**src/rtl/ts_sync_aligner.sv**
```systemverilog
// ts_sync_aligner: MPEG-2 TS packet aligner.
// Hunts for SYNC_BYTE at PKT_LEN spacing. It locks after LOCK_COUNT good syncs and
// forwards framed bytes (valid/sync) while locked. A flywheel tolerates up to
// UNLOCK_COUNT-1 missed syncs. Each loss of lock is counted, saturating.
module ts_sync_aligner #(
  parameter int          PKT_LEN      = 188,
  parameter logic [7:0]  SYNC_BYTE    = 8'h47,
  parameter int          LOCK_COUNT   = 3,
  parameter int          UNLOCK_COUNT = 3
) (
  input  logic        clk,
  input  logic        reset_n,
  input  logic        valid_in,
  input  logic [7:0]  data_in,
  input  logic        clr_count,
  output logic [7:0]  data_out,
  output logic        valid_out,
  output logic        sync_out,
  output logic        locked,
  output logic [15:0] sync_loss_count
);

  localparam int POS_W  = (PKT_LEN > 1) ? $clog2(PKT_LEN) : 1;
  localparam int HIT_W  = $clog2(LOCK_COUNT + 1);
  localparam int MISS_W = $clog2(UNLOCK_COUNT + 1);

  localparam logic [POS_W-1:0]  POS_LAST = POS_W'(PKT_LEN - 1);
  // Position of the byte that follows a sync byte (wraps immediately for 1-byte packets)
  localparam logic [POS_W-1:0]  POS_ONE  = (PKT_LEN > 1) ? POS_W'(1) : POS_W'(0);
  localparam logic [HIT_W-1:0]  LOCK_L   = HIT_W'(LOCK_COUNT);
  localparam logic [MISS_W-1:0] UNLOCK_L = MISS_W'(UNLOCK_COUNT);

  typedef enum logic [1:0] {HUNT, VERIFY, LOCKED} state_t;

  state_t              state_reg;
  logic [POS_W-1:0]    pos_reg;
  logic [HIT_W-1:0]    hit_cnt_reg;
  logic [MISS_W-1:0]   miss_cnt_reg;

  logic                is_sync;
  logic                is_check;
  logic [POS_W-1:0]    pos_next;
  logic [HIT_W-1:0]    hit_inc;
  logic [MISS_W-1:0]   miss_inc;
  logic                loss_event;

  // Decode the incoming byte against the current alignment
  always_comb begin
    is_sync    = (data_in == SYNC_BYTE);
    is_check   = (pos_reg == '0);
    pos_next   = (pos_reg == POS_LAST) ? '0 : pos_reg + POS_W'(1);
    hit_inc    = hit_cnt_reg + HIT_W'(1);
    miss_inc   = miss_cnt_reg + MISS_W'(1);
    loss_event = valid_in && (state_reg == LOCKED) && is_check && !is_sync &&
                 (miss_inc == UNLOCK_L);
  end

  // Alignment FSM with registered framing outputs and loss counter
  always_ff @(posedge clk or negedge reset_n) begin
    if (!reset_n) begin
      state_reg       <= HUNT;
      pos_reg         <= '0;
      hit_cnt_reg     <= '0;
      miss_cnt_reg    <= '0;
      data_out        <= 8'h00;
      valid_out       <= 1'b0;
      sync_out        <= 1'b0;
      locked          <= 1'b0;
      sync_loss_count <= 16'h0000;
    end else begin
      valid_out <= 1'b0;
      sync_out  <= 1'b0;

      // Clear takes priority over a coincident loss event
      if (clr_count)
        sync_loss_count <= 16'h0000;
      else if (loss_event && (sync_loss_count != 16'hFFFF))
        sync_loss_count <= sync_loss_count + 16'd1;

      if (valid_in) begin
        case (state_reg)
          HUNT: begin
            if (is_sync) begin
              pos_reg <= POS_ONE;
              if (LOCK_COUNT == 1) begin
                state_reg    <= LOCKED;
                miss_cnt_reg <= '0;
                data_out     <= data_in;
                valid_out    <= 1'b1;
                sync_out     <= 1'b1;
                locked       <= 1'b1;
              end else begin
                state_reg   <= VERIFY;
                hit_cnt_reg <= HIT_W'(1);
              end
            end
          end

          VERIFY: begin
            if (is_check && !is_sync) begin
              // Candidate failed; the failing byte is not re-examined as a new sync
              state_reg   <= HUNT;
              pos_reg     <= '0;
              hit_cnt_reg <= '0;
            end else begin
              pos_reg <= pos_next;
              if (is_check) begin
                hit_cnt_reg <= hit_inc;
                if (hit_inc == LOCK_L) begin
                  state_reg    <= LOCKED;
                  miss_cnt_reg <= '0;
                  data_out     <= data_in;
                  valid_out    <= 1'b1;
                  sync_out     <= 1'b1;
                  locked       <= 1'b1;
                end
              end
            end
          end

          LOCKED: begin
            if (loss_event) begin
              state_reg    <= HUNT;
              pos_reg      <= '0;
              hit_cnt_reg  <= '0;
              miss_cnt_reg <= '0;
              locked       <= 1'b0;
            end else begin
              // Missed syncs below the threshold still frame as sync (flywheel)
              pos_reg   <= pos_next;
              data_out  <= data_in;
              valid_out <= 1'b1;
              sync_out  <= is_check;
              if (is_check)
                miss_cnt_reg <= is_sync ? '0 : miss_inc;
            end
          end

          default: begin
            state_reg <= HUNT;
            pos_reg   <= '0;
          end
        endcase
      end
    end
  end

endmodule

```
**config.mk**
```make
export PLATFORM = sky130hd
export DESIGN_NAME = ts_sync_aligner
export DESIGN_NICKNAME = d
export VERILOG_FILES = /design/src/rtl/ts_sync_aligner.sv
export SDC_FILE = /design/constraint.sdc
export NUM_CORES = 1
export LEC_CHECK = 0
export BUFFER_PORTS_ARGS = -buffer_cell sky130_fd_sc_hd__buf_2
export CAP_MARGIN = 15
export CORE_UTILIZATION = 56
export DETAILED_ROUTE_END_ITERATION = 8
export GPL_TIMING_DRIVEN = 0
export PLACE_DENSITY = 0.91
export SYNTH_ARGS = -nofsm -noshare
export SYNTH_HDL_FRONTEND = slang
export SYNTH_SLANG_ARGS = --single-unit
```
**constraint.sdc**
```tcl
create_clock -name clk -period 3.15 [get_ports clk]
set_clock_uncertainty 0.15 [all_clocks]
set_input_delay 0.4725 -clock clk [delete_from_list [all_inputs] [get_ports clk]]
set_output_delay 0.4725 -clock clk [all_outputs]
set_load 0.1 [all_outputs]
```
==> flow_metrics.env, run 1 <==
export IMPL_post_synth_inst_count=219
export IMPL_cp_data_required_time_ns=3.18
export IMPL_floorplan_die_width_um=65.74
export IMPL_core_area_mm2=0.003771
export IMPL_mappedNetlistArea_mm2=0.002275
export IMPL_yosys_reg_bits=41
export IMPL_worstPathMaxFanout=6
export IMPL_chipHeight_um=65.74
export IMPL_tritoncts_num_buffers=5
export IMPL_global_route_total_usage_across_every_layer_pct=25.45
export IMPL_final_min_period_over_clock_period_pct=84.27
export IMPL_first_global_vias=1830
export IMPL_worstMarginPinSlew_ns=0.8787
export IMPL_vias=1900
export IMPL_initial_utilization_pct=60.32
export IMPL_synth_async_sr_flop_share_pct=100.0
export IMPL_layout_area_overhead_vs_synth_pct=14.41
export IMPL_synth_nets=240
export IMPL_aggregate_routed_wire_length_um=4806
export IMPL_slowest_delay_ns=0.53
export IMPL_placement_rows=22
export IMPL_synthesis_yosys_warnings=0
export IMPL_clock_tree_root_cell="sky130_fd_sc_hd__clkbuf_8"
export IMPL_gp_congestion=0.8004
export IMPL_ant_nets=0
export IMPL_design_portCount=39
export IMPL_yosysMostFrequentCell="sky130_fd_sc_hd__dfrtp_1"
export IMPL_port_buffers=36
export IMPL_cts_clk_slew_worst_paths_ns=0.08
export IMPL_yosys_top_cells_count="41 x sky130_fd_sc_hd__dfrtp_1, 13 x sky130_fd_sc_hd__nor2_1, 12 x sky130_fd_sc_hd__nand2_1"
export IMPL_sequential_cell_area_mm2=0.001026
export IMPL_leakage_nw=1.251
export IMPL_place_hpwl_um=3361
export IMPL_antenna_found_initial=0
export IMPL_r2r_slack_ns=0.50
export IMPL_finalHoldViolations=0
export IMPL_synthDominantCellAreaShare_pct=45.10
export IMPL_cts_tree="yes"
export IMPL_grt_overflow_total=0
export IMPL_peakVddDrop_uv=371.0
export IMPL_wl_per_cell_um=15.45
export IMPL_setup_viol_count_final=0
export IMPL_worst_setup_path_startpoint="state_reg[0]"
export IMPL_top_flip_flop_cell_by_instance_count_after_synthesis="sky130_fd_sc_hd__dfrtp_1"
export IMPL_clock_sinks=41
export IMPL_crit_arrival_ns=2.69
export IMPL_cellPowerDensity_mw_per_mm2=684.9
export IMPL_worst_hold_path_type="input port to async pin"
export IMPL_hold_slack_ns=0.1364
export IMPL_synthesized_area_divided_by_synthesized_cell_count_um2=10.39
export IMPL_multiInputGateArea_mm2=0.001186
export IMPL_worst_slew_margin_rel_pct=41.42
export IMPL_cp_cell_sequence="inv_1 > ha_1 > and3_1 > o2111ai_2 > a2111oi_4 > and2b_4 > mux2_4"
export IMPL_unrepaired_setup_endpoints_after_global_routing="no"
export IMPL_drt_first_pass_iters=5
export IMPL_max_ffs_per_register=16
export IMPL_grt_max_degree=42
export IMPL_outcome="completed"
export IMPL_antenna_cells=0
export IMPL_timing_max_transition_violations_final=0
export IMPL_timing_fmax_mhz=376.7
export IMPL_final_instance_count_excl_fill=311
export IMPL_synth_lib_cells_used_distinct=51
export IMPL_layout_drive_gt1_share_pct=21.67
export IMPL_worst_setup_path_type="flop to flop"
export IMPL_startpoint_of_the_lowest_slack_register_to_register_path="state_reg[0]"
export IMPL_remaining_drc_errors=0
export IMPL_cts_hold_fix_buffers=0
export IMPL_cts_repair_timing_setup_buffer_count=0
export IMPL_nets=283
export IMPL_drv_cap=0
export IMPL_detail_route_vias_per_cell=6.109
export IMPL_crit_path_start_kind="flop"
export IMPL_synth_edff_count=0
export IMPL_crit_path_end_kind="flop"
export IMPL_global_route_wire_length_before_repair_um=8266
export IMPL_yosys_area_top_type="sky130_fd_sc_hd__dfrtp_1"
export IMPL_floorplan_die_area_mm2=0.004321
export IMPL_worst_skew_pair_latency_ns=0.30
export IMPL_synth_seq_area_share_pct=45.10
export IMPL_ys_top_cells_by_area="sky130_fd_sc_hd__dfrtp_1 45%, sky130_fd_sc_hd__ha_1 5.0%, sky130_fd_sc_hd__xor2_1 3.1%, sky130_fd_sc_hd__mux2i_1 2.6%, sky130_fd_sc_hd__a21oi_1 2.2%"
export IMPL_place_detailed_instances=303
export IMPL_crit_path_top_delay_cell="sky130_fd_sc_hd__a2111oi_4"
export IMPL_period_needed_ns=2.654
export IMPL_clock_path_buffers=2
export IMPL_final_setup_tns_ns=0
export IMPL_drtIter0Drc=115
export IMPL_htree_num_levels=2
export IMPL_postCtsResizedCells=0
export IMPL_fillCellCount=269
-- cells by family (layout without fill, tap and decap cells) --
logic type | Yosys count | after routing | share of synthesized area (%)
compound gates | 51 | 51 | 16.56
xor+xnor | 8 | 8 | 3.080
fa+ha+maj | 9 | 9 | 4.951
buf+inv | 16 | 60 | 2.750
flops | 41 | 41 | 45.10
mux | 15 | 15 | 7.260
simple gates | 79 | 79 | 20.30
-- worst max-delay path: cells and delay by family, from the launching register on --
family / cells / cell delay (ns)
DFF: 1 / 0.41
and+or+nand+nor: 2 / 0.49
adders and majority gates: 1 / 0.33
AOI/OAI and AO/OA: 2 / 0.76
buffers and inverters: 1 / 0.11
muxes: 1 / 0.30
-- layout make-up --
cell class	instances	area share (%)
multi-input cells	162	45.58
flip-flops and latches	41	39.42
repair buffers	36	6.923
clock buffers	6	2.788
well taps	48	2.308
inverters	10	1.442
plain buffers	6	0.9615
clock inverters	2	0.5769
-- where the power goes --
group	internal (W)	switching, W	total (W)
combinational	0.000227	0.000544	0.000771
clock	0.000156	0.000187	0.000343
sequential	0.000603	0.0000651	0.000668
total	0.000987	0.000796	0.00178
-- placed cells by master (no fill, tap or decap), drive strengths merged, types with 6 or more instances in the layout --
cell type and instances:
nor3 7, inv 10, nand3 10, nor2 13, nand2 12, dfrtp 41, a21oi 10, nand4 8
buf 39, mux2i 6, o21ai 13, ha 9, clkbuf 9, mux2 9, and3 8, xor2 8
-- per-layer routing --
layer,up-vias,GRT usage [%],routed length [um]
met3,13,5.208,208
met5,-,0,0
met4,0,12.50,121
met1,924,33.98,2104
li1,904,-,-
met2,59,39.16,2372
-- through the flow --
| step | utilization [%] | power, W | cell area (um^2) | setup slack (ns) |
|---|---|---|---|---|
| 2_1_floorplan | - | 0.001286 | 2275 | 0.6483 |
| 3_3_place_gp | 66.69 | 0.001413 | 2515 | 0.4479 |
| 3_5_place_dp | 66.69 | 0.001441 | 2515 | 0.4108 |
| 4_1_cts | 69.01 | 0.001783 | 2603 | 0.4989 |
| 5_1_grt | 69.01 | 0.001882 | 2603 | 0.3482 |
| 6_report | 69.01 | 0.001782 | 2603 | 0.4956 |
-- final timing paths --
check / endpoint / depth (start not counted)
worst min-delay path: pos_reg[2] / 1
min in group clk: data_out[3] / 2
worst max-delay path: hit_cnt_reg[1] / 7
worst max register to register: hit_cnt_reg[1] / 7
worst min register to register: miss_cnt_reg[1] / 2
max in group asynchronous: data_out[0] / 1
Power figures use the tool's default switching activity.
==> inputs of run 2 (changes only) <==
Settings changed: CORE_UTILIZATION 56 to 50, PLACE_DENSITY 0.91 to 0.86.
Clock period 3.15 ns to 2.3 ns, I/O delays scaled along.
==> run 2 against run 1 <==
Critical path depth grew 3. Total power up 46%. Sequential cell count is the same.
==> flow_metrics.env, run 2 (synthesis results as in run 1) <==
export IMPL_timing_max_transition_violations_final=0
export IMPL_ant_nets=0
export IMPL_crit_path_start_kind="flop"
export IMPL_finalHoldViolations=0
export IMPL_dpl_ws_ns=-0.3000
export IMPL_design_portCount=39
export IMPL_htree_num_levels=2
export IMPL_cp_cell_sequence="inv_2 > ha_4 > and3_4 > o2111ai_4 > buf_4 > buf_4 > a32oi_2 > buf_4 > o21ai_1 > a22o_1"
export IMPL_final_instance_count_excl_fill=328
export IMPL_port_buffers=36
export IMPL_cp_data_required_time_ns=2.33
export IMPL_worst_setup_path_startpoint="state_reg[0]"
export IMPL_chipHeight_um=69.45
export IMPL_max_ffs_per_register=16
export IMPL_place_hpwl_um=3405
export IMPL_floorplan_die_width_um=69.45
export IMPL_final_critical_path_setup_slack_ns=0.003211
export IMPL_drtIter0Drc=125
export IMPL_placement_rows=24
export IMPL_hold_slack_ns=0.02228
export IMPL_slowest_delay_ns=0.42
export IMPL_cts_clk_slew_worst_paths_ns=0.08
export IMPL_reg_to_reg_end="pos_reg[7]"
export IMPL_clock_tree_root_cell="sky130_fd_sc_hd__clkbuf_8"
export IMPL_final_setup_tns_ns=0
export IMPL_worstPathMaxFanout=7
export IMPL_cp_common_cell="sky130_fd_sc_hd__buf_4"
export IMPL_nets=296
export IMPL_place_detailed_instances=307
export IMPL_remaining_drc_errors=0
export IMPL_global_route_total_usage_across_every_layer_pct=22.01
export IMPL_fillCellCount=329
export IMPL_peakVddDrop_uv=485.1
export IMPL_period_needed_ns=2.297
export IMPL_final_min_period_over_clock_period_pct=99.86
export IMPL_crit_end="pos_reg[7]"
export IMPL_initial_utilization_pct=52.24
export IMPL_tritoncts_num_buffers=5
export IMPL_core_area_mm2=0.004354
export IMPL_vias=1957
export IMPL_drv_cap=0
export IMPL_worst_slew_margin_rel_pct=40.50
export IMPL_multiInputGateArea_mm2=0.001275
export IMPL_clock_path_buffers=2
export IMPL_gp_congestion=0.8311
export IMPL_cts_tree="yes"
export IMPL_leakage_nw=1.299
export IMPL_sequential_cell_area_mm2=0.001042
export IMPL_floorplan_die_area_mm2=0.004823
export IMPL_aggregate_routed_wire_length_um=5071
export IMPL_worst_skew_pair_latency_ns=0.29
export IMPL_grt_overflow_total=0
export IMPL_setup_viol_count_final=0
export IMPL_outcome="completed"
export IMPL_leading_cell_type_in_the_layout_fill_and_taps_excluded="sky130_fd_sc_hd__buf_2"
export IMPL_antenna_found_initial=0
export IMPL_cts_hold_fix_buffers=0
export IMPL_final_cell_mix="37 x sky130_fd_sc_hd__buf_2, 28 x sky130_fd_sc_hd__dfrtp_1, 14 x sky130_fd_sc_hd__buf_4"
export IMPL_grt_max_degree=42
export IMPL_drt_first_pass_iters=4
export IMPL_worst_setup_path_type="flop to flop"
export IMPL_startpoint_of_the_lowest_slack_register_to_register_path="state_reg[0]"
export IMPL_unrepaired_setup_endpoints_after_global_routing="yes"
export IMPL_global_route_wire_length_before_repair_um=8493
export IMPL_layout_core_utilization_pct=64.63
export IMPL_reg2regPathDepth=10
export IMPL_crit_arrival_ns=2.33
export IMPL_cellPowerDensity_mw_per_mm2=922.9
export IMPL_crit_path_end_kind="flop"
export IMPL_layout_drive_gt1_share_pct=34.42
export IMPL_wl_per_cell_um=15.46
export IMPL_layout_area_overhead_vs_synth_pct=23.71
export IMPL_clock_sinks=41
export IMPL_detail_route_vias_per_cell=5.966
export IMPL_r2r_slack_ns=0.003
export IMPL_worstMarginPinSlew_ns=0.8925
export IMPL_crit_path_top_delay_cell="sky130_fd_sc_hd__dfrtp_1"
export IMPL_worst_hold_path_type="input port to async pin"
export IMPL_first_global_vias=1880
export IMPL_timing_fmax_mhz=435.4
export IMPL_antenna_cells=0
==> run 2: cell count changes in the layout (fill, tap and decap cells not counted), moves of 2 or more <==
cell,delta
sky130_fd_sc_hd__buf_4,+14
sky130_fd_sc_hd__clkinvlp_4,-2
sky130_fd_sc_hd__ha_4,+2
sky130_fd_sc_hd__inv_1,-3
sky130_fd_sc_hd__inv_2,+3
sky130_fd_sc_hd__dfrtp_2,+13
sky130_fd_sc_hd__ha_1,-3
sky130_fd_sc_hd__dfrtp_1,-13
==> run 2: how the worst min path moves through the flow <==
stage | startpoint | to | slack, ns
6_report | reset_n | state_reg[0] | 0.02
5_1_grt | reset_n | state_reg[0] | 0.12
4_1_cts | reset_n | state_reg[0] | 0.05
3_5_place_dp | locked | locked | 0.33
3_3_place_gp | miss_cnt_reg[1] | miss_cnt_reg[1] | 0.32
2_1_floorplan | reset_n | data_out[0] | -0.10
==> run 2: final cells by class <==
type | count | area share, %
multi-input combinational | 162 | 45.31
sequential | 41 | 37.04
timing repair buffer | 50 | 10.14
clock buffer | 7 | 2.712
tap | 52 | 2.312
inverter | 10 | 1.334
buffer | 5 | 0.9782
clock inverter | 1 | 0.1779
==> run 2: what timing repair did <==
item,CTS,global route
setup buffers,6,8
pin swaps,2,4
gates resized for setup,4,14
setup endpoints to repair,22,20
==> run 2: critical path: cells and delay by family (launching register included) <==
kind                     cells  cell delay, ns
AO/OA/AOI/OAI                4            0.62
adder cells (fa/ha/maj)      1            0.19
buffers and inverters        4            0.58
flip-flops                   1            0.42
AND/OR/NAND/NOR              1            0.22
==> run 2: power breakdown <==
| group | internal [W] | switching [W] |
|---|---|---|
| combinational | 0.000427 | 0.000805 |
| clock | 0.000213 | 0.000237 |
| sequential | 0.000826 | 0.0000886 |
==> run 2: per-stage QoR <==
stage | total power, W | instance area, um^2
floorplan | 0.001767 | 2305
global placement | 0.001938 | 2550
detailed placement | 0.001978 | 2550
CTS | 0.002488 | 2693
global route | 0.002733 | 2814
finish | 0.002597 | 2814
==> run 2: routing by layer <==
| layer | vias to the layer above | global-route usage, % | wire [um] |
|---|---|---|---|
| met5 | - | 0 | 0 |
| met4 | 0 | 8.844 | 50 |
| li1 | 931 | - | - |
| met1 | 981 | 26.95 | 2164 |
| met2 | 41 | 37.97 | 2696 |
| met3 | 4 | 4.360 | 160 |
